<file path="config.mk">
export PLATFORM = sky130hd
export DESIGN_NAME = div_sequencer
export DESIGN_NICKNAME = d
export VERILOG_FILES = /design/src/rtl/div_pkg.sv /design/src/rtl/div_abs_neg.sv /design/src/rtl/div_sequencer.sv
export SDC_FILE = /design/constraint.sdc
export NUM_CORES = 1
export LEC_CHECK = 0
export CAP_MARGIN = 20
export CORE_AREA = 5 5 138 173
export DETAILED_ROUTE_END_ITERATION = 6
export DIE_AREA = 0 0 143 178
export HOLD_SLACK_MARGIN = 0.15
export PLACE_DENSITY = 0.77
export SYNTH_ARGS = -nofsm -noshare
export SYNTH_HDL_FRONTEND = slang
export SYNTH_SLANG_ARGS = --single-unit
</file>
<file path="constraint.sdc">
create_clock -name clock -period 8.73 [get_ports clock]
set_input_delay 2.619 -clock clock [delete_from_list [all_inputs] [get_ports clock]]
set_output_delay 2.619 -clock clock [all_outputs]
set_load 0.05 [all_outputs]
</file>
<file path="src/rtl/div_pkg.sv">
// Shared definitions for the sequential MIPS DIV/DIVU unit.
// The optional unsigned mode is controlled by the DIV_UNSIGNED_EN macro
// (used in div_sequencer.sv).
package div_pkg;

  localparam int DIV_WIDTH = 32;
  localparam int DIV_CNT_W = $clog2(DIV_WIDTH);

  typedef enum logic [1:0] {
    IDLE = 2'd0,
    CALC = 2'd1,
    FIX  = 2'd2,
    DONE = 2'd3
  } div_state_e;

endpackage

</file>
<file path="src/rtl/div_abs_neg.sv">
// Conditional two's-complement negate: o_val = i_neg ? -i_val : i_val.
// Used both for taking operand magnitudes and for applying result signs.
module div_abs_neg #(
  parameter int WIDTH = 32
) (
  input  logic [WIDTH-1:0] i_val,
  input  logic             i_neg,
  output logic [WIDTH-1:0] o_val
);

  assign o_val = i_neg ? ('0 - i_val) : i_val;

endmodule

</file>
<file path="src/rtl/div_sequencer.sv">
// Sequential restoring divider executing MIPS DIV with a start/busy/done
// handshake. Quotient is presented on div_lo, remainder on div_hi.
// Optional macro DIV_UNSIGNED_EN adds the is_unsigned input (MIPS DIVU).
module div_sequencer
  import div_pkg::*;
#(
  parameter int WIDTH = DIV_WIDTH
) (
  input  logic             clock,
  input  logic             reset,
  input  logic             start,
`ifdef DIV_UNSIGNED_EN
  input  logic             is_unsigned,
`endif
  input  logic [WIDTH-1:0] dividend,
  input  logic [WIDTH-1:0] divisor,
  output logic             busy,
  output logic             done,
  output logic [WIDTH-1:0] div_lo,
  output logic [WIDTH-1:0] div_hi,
  output logic             divby0flag
);

  localparam int CNT_W = (WIDTH > 1) ? $clog2(WIDTH) : 1;

  div_state_e       r_state;
  div_state_e       w_state_next;

  logic [WIDTH-1:0] r_quo;
  logic [WIDTH-1:0] r_rem;
  logic [WIDTH-1:0] r_dvsr;
  logic [WIDTH-1:0] r_lo;
  logic [WIDTH-1:0] r_hi;
  logic [CNT_W-1:0] r_cnt;
  logic             r_q_neg;
  logic             r_r_neg;
  logic             r_div0;

  logic             w_signed;
  logic             w_dvd_neg;
  logic             w_dvsr_neg;
  logic             w_dvsr_zero;
  logic [WIDTH-1:0] w_dvd_abs;
  logic [WIDTH-1:0] w_dvsr_abs;
  logic [WIDTH-1:0] w_lo_fix;
  logic [WIDTH-1:0] w_hi_fix;
  logic [WIDTH:0]   w_shift;
  logic [WIDTH+1:0] w_trial;
  logic             w_trial_ok;

`ifdef DIV_UNSIGNED_EN
  assign w_signed = ~is_unsigned;
`else
  assign w_signed = 1'b1;
`endif

  assign w_dvd_neg   = w_signed & dividend[WIDTH-1];
  assign w_dvsr_neg  = w_signed & divisor[WIDTH-1];
  assign w_dvsr_zero = (divisor == '0);

  // Magnitude of |-2^(W-1)| stays as the unsigned pattern 100..0.
  div_abs_neg #(.WIDTH(WIDTH)) u_abs_dvd (
    .i_val (dividend),
    .i_neg (w_dvd_neg),
    .o_val (w_dvd_abs)
  );

  div_abs_neg #(.WIDTH(WIDTH)) u_abs_dvsr (
    .i_val (divisor),
    .i_neg (w_dvsr_neg),
    .o_val (w_dvsr_abs)
  );

  div_abs_neg #(.WIDTH(WIDTH)) u_fix_lo (
    .i_val (r_quo),
    .i_neg (r_q_neg),
    .o_val (w_lo_fix)
  );

  div_abs_neg #(.WIDTH(WIDTH)) u_fix_hi (
    .i_val (r_rem),
    .i_neg (r_r_neg),
    .o_val (w_hi_fix)
  );

  // Restoring step. The shifted remainder can need WIDTH+1 bits when the
  // divisor uses the full unsigned range, so the trial carries one extra
  // bit beyond that to keep its sign meaningful.
  assign w_shift    = {r_rem, r_quo[WIDTH-1]};
  assign w_trial    = {1'b0, w_shift} - {2'b00, r_dvsr};
  assign w_trial_ok = ~w_trial[WIDTH+1];

  // State register; reset overrides any start in the same cycle.
  always_ff @(posedge clock) begin
    if (reset) begin
      r_state <= IDLE;
    end else begin
      r_state <= w_state_next;
    end
  end

  // Next-state decode and Moore outputs.
  always_comb begin
    w_state_next = r_state;
    busy         = 1'b1;
    done         = 1'b0;
    divby0flag   = 1'b0;
    case (r_state)
      IDLE: begin
        busy = 1'b0;
        if (start) begin
          w_state_next = w_dvsr_zero ? DONE : CALC;
        end
      end
      CALC: begin
        if (r_cnt == '0) begin
          w_state_next = FIX;
        end
      end
      FIX: begin
        w_state_next = DONE;
      end
      DONE: begin
        done         = 1'b1;
        divby0flag   = r_div0;
        w_state_next = IDLE;
      end
      default: begin
        w_state_next = IDLE;
      end
    endcase
  end

  // Datapath: operand capture, iteration, and result sign fix-up.
  always_ff @(posedge clock) begin
    if (reset) begin
      r_quo   <= '0;
      r_rem   <= '0;
      r_dvsr  <= '0;
      r_lo    <= '0;
      r_hi    <= '0;
      r_cnt   <= '0;
      r_q_neg <= 1'b0;
      r_r_neg <= 1'b0;
      r_div0  <= 1'b0;
    end else begin
      case (r_state)
        IDLE: begin
          if (start) begin
            r_div0 <= w_dvsr_zero;
            if (!w_dvsr_zero) begin
              r_quo   <= w_dvd_abs;
              r_dvsr  <= w_dvsr_abs;
              r_rem   <= '0;
              r_q_neg <= w_dvd_neg ^ w_dvsr_neg;
              r_r_neg <= w_dvd_neg;
              r_cnt   <= CNT_W'(WIDTH - 1);
            end
          end
        end
        CALC: begin
          r_rem <= w_trial_ok ? w_trial[WIDTH-1:0] : w_shift[WIDTH-1:0];
          r_quo <= {r_quo[WIDTH-2:0], w_trial_ok};
          if (r_cnt != '0) begin
            r_cnt <= r_cnt - 1'b1;
          end
        end
        FIX: begin
          r_lo <= w_lo_fix;
          r_hi <= w_hi_fix;
        end
        default: begin
        end
      endcase
    end
  end

  assign div_lo = r_lo;
  assign div_hi = r_hi;

endmodule

</file>
==> results of run 1 <==
==> flip-flops by register name, summed over array words and instances (netlist names) <==
register  cells
r_rem        32
div_lo       32
r_cnt         5
div_hi       32
r_dvsr       32
r_state       2
r_div0        1
r_quo        32
r_q_neg       1
r_r_neg       1
==> logic make-up after synthesis <==
family	Yosys count	synth area share [%]
muxes	22	2.034
and+or+nand+nor	455	19.26
adders and majority gates	43	5.038
DFF	170	31.43
xor gates and xnor gates	141	11.41
AOI/OAI and AO/OA	426	25.90
buffers and inverters	140	4.934
==> cells in the final DEF (no fill, tap or decap), drive strengths merged, types with 8 or more instances in the layout <==
cell / instances
o41ai: 20
a211oi: 98
nor2: 139
xor2: 122
nand2b: 13
inv: 53
ha: 42
clkdlybuf4s50: 132
o21a: 9
nand2: 181
o31ai: 43
nand3: 15
buf: 14
or4: 21
dfxtp: 170
a21o: 18
a21oi: 80
nor4: 10
clkbuf: 21
nor3: 10
or2: 13
mux2i: 22
nand4: 8
or3: 18
xnor2: 19
o21ai: 111
==> metal layers <==
metal,wire length [um],up-vias
li1,-,5147
met1,12130,4688
met2,14080,286
met3,1909,53
met4,759,0
met5,0,-
==> through the flow <==
step	utilization, %	hold slack, ns	instance area (sq um)
after floorplan	-	0.4400	10830
after global placement	55.57	0.4726	12260
after detailed placement	55.57	0.4765	12260
after CTS	58.08	0.4846	12810
after global routing	58.49	0.5052	12900
final	58.49	0.4797	12900
==> area by class of cell <==
type / instances / area [sq um]
Fill cell: 2018 / 9156
Sequential cell: 170 / 3403
Multi-Input combinational cell: 1087 / 6913
Clock inverter: 9 / 92.59
Inverter: 51 / 191.4
Timing Repair Buffer: 146 / 1486
Tap cell: 283 / 354.1
Clock buffer: 21 / 460.4
==> power breakdown <==
group	switching (mW)	leakage (nW)	internal, mW
logic	1.23	3.13	0.684
registers	0.150	1.39	0.966
clock network	0.322	0.262	0.407
total	1.70	4.78	2.06
==> synthesized netlist by cell type, types with 4 or more instances <==
cell / n
clkbuf_1: 77
a21oi_1: 80
mux2i_1: 22
nand3_1: 15
xor2_1: 122
inv_1: 51
a21o_1: 18
dfxtp_1: 170
or2_1: 4
or3_1: 16
nand2b_1: 13
or4_1: 19
o21ai_0: 108
buf_2: 7
buf_1: 5
nor2_1: 138
nand2_1: 181
o41ai_1: 19
xnor2_1: 19
o21a_1: 9
ha_1: 42
a32oi_1: 6
nor3_1: 10
nor4_1: 10
and2_1: 7
nor2b_1: 7
or2_2: 9
o31ai_1: 42
nand4_1: 8
a21boi_0: 5
a211oi_1: 97
a31oi_1: 7
==> worst paths after layout <==
check / to / slack, ns / cells after the start / start
worst max-delay path: r_rem[29] / 2.39 / 14 / divisor[1]
worst min-delay path: div_hi[30] / 0.48 / 2 / div_hi[30]
worst max register to register: r_rem[25] / 4.74 / 9 / r_rem[7]
worst min register to register: div_hi[30] / 0.48 / 2 / div_hi[30]
==> worst max-delay path, delay by kind of cell <==
| kind | cells | cell delay [ns] |
|---|---|---|
| buffers and inverters | 5 | 1.40 |
| and+or+nand+nor | 6 | 1.77 |
| adders and majority gates | 1 | 0.16 |
| AOI/OAI and AO/OA | 2 | 0.71 |
==> impl_results.md, run 1 <==
- GR met3 Demand/Resource: 5.122%
- Largest net degree at the start of global routing: 79
- Yosys top cell by area: dfxtp_1
- Io pins: 134
- Pre-CTS setup slack: 1.825 ns
- Critical path peak fanout: 48
- Clock transition at the registers of the reported paths: 0.06 ns
- CTS Sinks: 170
- Tmin final: 6.337 ns
- Clock skew: 0.009808 ns
- Unrepaired setup endpoints after global routing: false
- Achievable Freq: 157.8 MHz
- Synth top area share: 31.43%
- Setup violators final: 0
- Final hold viol count: 0
- Final non-filler cell total: 1,767
- CTS tree: done
- Worst-Skew Late Latency: 0.43 ns
- Synth Cell Area: 10,830 sq um
- Worst vdd ir: 171.6 uV
- #FFs+latches synth: 170
- Post-DRT Antenna Nets: 0
- Synth area leaders: dfxtp_1, xor2_1, a211oi_1
- Fin worst setup slack: 2.393 ns
- Top FF cell, synth: dfxtp_1
- Total global routing overflow: 0
- Tot Pwr: 3.758 mW
- Startpoint Class: input pin
- Worst hold path class: reg2reg
- Yosys warns: 0
- Async set-reset flop share out of synthesis: 0%
- M1 GR Usage: 27.22%
- Wire per inst: 16.34 um
- Syn avg cell area: 7.751 sq um
- Worst path slowest cell: o311a_2
- Effective utilization at floorplan: 49.09%
- First-pass GRT wire length: 46,680 um
- Critical Path RT: 9.10 ns
- Port buffer count: 133
- 1st-iter DRT viols: 731
- Die area: 25,450 sq um
- Gr usage total: 22.45%
- Vias in the first global route: 9,549
- Hold bufs inserted after CTS: 0
- Final period utilization: 72.59%
- H-tree lvl count: 4
- Netlist cell types: 63
- Cells after synthesis: 1,397
- Cell mode on critical path: buf_4
- Sum Neg Setup Slack: 0 ns
- Die height: 178 um
- Highest cell delay on the worst timing path: 0.55 ns
- Sequential share of the synthesized area: 31.43%
- Max-slew violation count: 0
- Vias per std cell: 5.758
- Post-DP HPWL: 21,240 um
- Layout Nets: 1,583
- Static Leak: 4.785 nW
- DRT Pass-1 Iters: 5
- Inst Count DP: 1,733
- DRC Markers: 0
- Routed Wire Length: 28,880 um
- Post-synth EDFFs: 0
- Cell chain of the critical path: clkdlybuf4s50_1 > inv_1 > ha_1 > or3b_2 > or4_1 > nand2b_1 > o311a_2 > buf_12 > or2_1 > buf_4 > nor2_2 > buf_4 > a22oi_1 > nand3_1
- Root buffer cell: clkbuf_16
- CP endpoint kind: flop
- Row count: 61
- CTS resizes: 0
- Pwr Density: 291.3 nW/um^2
- Arrival time at the worst endpoint: 6.70 ns
- Via count: 10.17k
- Placer Congestion: 0.9215
- Status: completed
- Post-Syn Nets: 1,507
- Initial antenna violation count: 0
- Crit Path Class: in2reg
- Max-cap violations: 0
- Worst rel slew slack: 34.08%
- Slew @ Worst Pin: 0.9798 ns
- Fraction of layout cells with a size suffix above 1: 4.515%
- Post-CTS setup buffers: 0
- Die X-Extent: 143 um
- Busiest grt layer: met2
- Core Area: 22,060 sq um
- Ant diodes: 0
- M2 GR Usage: 38.66%
- CTS buffer count: 17
- Clock buffer depth: 2
- Area Overhead vs Synth: 19.15%
Power figures use the tool's default switching activity.
==> inputs of run 2 (changes only) <==
==> constraint.sdc (replaced) <==
create_clock -name clock -period 6.3 [get_ports clock]
set_input_delay 1.89 -clock clock [delete_from_list [all_inputs] [get_ports clock]]
set_output_delay 1.89 -clock clock [all_outputs]
set_load 0.05 [all_outputs]
==> impl_results.md, run 2 (synthesized netlist as in run 1, its figures left out) <==
- Critical Path RT: 6.65 ns (was 9.10 ns)
- Clock skew: 0.01271 ns (was 0.009808 ns)
- Clock share of power: 20.1% (was 19.4%)
- Worst hold path class: reg2reg (unchanged)
- Sw Ratio: 45.51% (was 45.25%)
- Combinational share of power: 50.6% (was 50.9%)
- Worst-Skew Late Latency: 0.43 ns (about the same)
- Commonest non-fill, non-tap cell in the layout: nand2_1 (unchanged)
- Die height: 178 um (unchanged)
- Setup violators final: 0 (unchanged)
- Row count: 61 (unchanged)
- H-tree lvl count: 4 (unchanged)
- CTS tree: done (unchanged)
- Sw Pwr: 2.393 mW (was 1.701 mW)
- Placer Congestion: 0.9413 (was 0.9215)
- Status: completed (unchanged)
- Slew @ Worst Pin: 0.8788 ns (was 0.9798 ns)
- Max-slew violation count: 0 (unchanged)
- Flop pwr share: 29.3% (was 29.7%)
- CTS resizes: 0 (unchanged)
- Fraction of layout cells with a size suffix above 1: 4.775% (was 4.515%)
- Final hold viol count: 0 (unchanged)
- Io pins: 134 (unchanged)
- Unrepaired setup endpoints after global routing: false (unchanged)
- Final period utilization: 79.30%
- Critical path peak fanout: 32 (was 48)
- Worst hold margin: 0.4617 ns (was 0.4797 ns)
- Most frequent cells in the layout: nand2_1, dfxtp_1, nor2_1 (unchanged)
- Post-CTS setup buffers: 0 (unchanged)
- Die X-Extent: 143 um (unchanged)
- Arrival time at the worst endpoint: 5.34 ns (was 6.70 ns)
- CP endpoint kind: flop (unchanged)
- Static Leak: 4.814 nW (was 4.785 nW)
- Effective utilization at floorplan: 49.09% (unchanged)
- Post-DP HPWL: 21,050 um (was 21,240 um)
- Via count: 10.26k (was 10.17k)
- CTS Sinks: 170 (unchanged)
- Area Overhead vs Synth: 19.64% (was 19.15%)
- Largest net degree at the start of global routing: 78 (was 79)
- Hold bufs inserted after CTS: 0 (unchanged)
- Crit Path Class: in2reg (unchanged)
- Int Power: 2.865 mW (was 2.057 mW)
- First-pass GRT wire length: 47,360 um (was 46,680 um)
- Worst vdd ir: 256.3 uV (was 171.6 uV)
- Root buffer cell: clkbuf_16 (unchanged)
- Final Util: 58.73% (was 58.49%)
- Initial antenna violation count: 1 (was 0)
- Core Area: 22,060 sq um (unchanged)
- Gr usage total: 22.53% (was 22.45%)
- Wire per inst: 16.26 um (was 16.34 um)
- Port buffer count: 133 (unchanged)
- Max-cap violations: 0 (unchanged)
- Post-DRT Antenna Nets: 0 (unchanged)
- Die area: 25,450 sq um (unchanged)
- Layout Nets: 1,584 (was 1,583)
- Worst rel slew slack: 40.59% (was 34.08%)
- Achievable Freq: 200.2 MHz
- DRC Markers: 0 (unchanged)
- Tmin final: 4.996 ns
- Pwr Density: 405.8 nW/um^2 (was 291.3 nW/um^2)
- Clock buffer depth: 2 (unchanged)
- Clock transition at the registers of the reported paths: 0.07 ns (was 0.06 ns)
- Startpoint Class: input pin (unchanged)
- DRT Pass-1 Iters: 5 (unchanged)
- Vias in the first global route: 9,722 (was 9,549)
- Routed Wire Length: 28,800 um (was 28,880 um)
- Sum Neg Setup Slack: 0 ns (unchanged)
- Vias per std cell: 5.794 (was 5.758)
- Total global routing overflow: 0 (unchanged)
- CTS buffer count: 17 (unchanged)
- 1st-iter DRT viols: 610 (was 731)
[run 2: cell count changes in the layout (fill, tap and decap cells not counted), moves of 2 or more]
cell,delta
clkbuf_1,-2
clkinv_4,+2
clkinv_8,+2
inv_8,+2
[run 2: final timing paths]
kind | startpoint | end | slack [ns] | depth (start not counted)
worst max-delay path | divisor[1] | r_rem[20] | 1.30 | 12
worst max register to register | r_rem[1] | r_rem[27] | 2.51 | 10
worst min register to register | r_dvsr[0] | r_dvsr[0] | 0.46 | 2
worst min-delay path | r_dvsr[0] | r_dvsr[0] | 0.46 | 2
[run 2: power by group through the flow]
stage	clock network (mW)	logic, mW	registers, mW
finish	1.06	2.66	1.54
global route	1.12	2.92	1.58
CTS	1.08	2.61	1.56
detailed placement	0	2.60	1.58
global placement	0	2.58	1.57
floorplan	0	1.52	1.95
[run 2: area by class of cell]
| cell class | count | area [sq um] |
|---|---|---|
| Fill cell | 2025 | 9102 |
| Multi-Input combinational cell | 1087 | 6909 |
| Sequential cell | 170 | 3403 |
| Timing Repair Buffer | 147 | 1494 |
| Clock buffer | 18 | 439.2 |
| Tap cell | 283 | 354.1 |
| Inverter | 51 | 191.4 |
| Clock inverter | 14 | 161.4 |
| Antenna cell | 1 | 2.502 |
[run 2: metrics by stage]
step / instance area [sq um] / power (mW) / instances / setup slack [ns]
final: 12950 / 5.258 / 1771 / 1.304
after global placement: 12260 / 4.147 / 1734 / 1.023
after global routing: 12950 / 5.623 / 1771 / 1.112
after CTS: 12860 / 5.251 / 1766 / 1.327
after floorplan: 10830 / 3.472 / 1397 / 1.712
after detailed placement: 12260 / 4.178 / 1734 / 0.8828
[run 2: routing by layer]
layer / up-vias / part of all wire (%) / GRT usage [%]
met5: - / 0 / 0
met1: 4806 / 43 / 27.88
met4: 0 / 2.2 / 7.052
li1: 5151 / - / -
met3: 48 / 5.8 / 4.666
met2: 257 / 49 / 39.13
[run 2: worst max-delay path: stages]
cell	delay, ns
clkdlybuf4s50_1	0.46
inv_1	0.08
ha_1	0.16
or3b_2	0.50
or4_1	0.50
nand2b_1	0.35
o311a_2	0.46
or2_1	0.28
nor2_2	0.10
buf_4	0.34
a32oi_1	0.10
o21ai_0	0.11
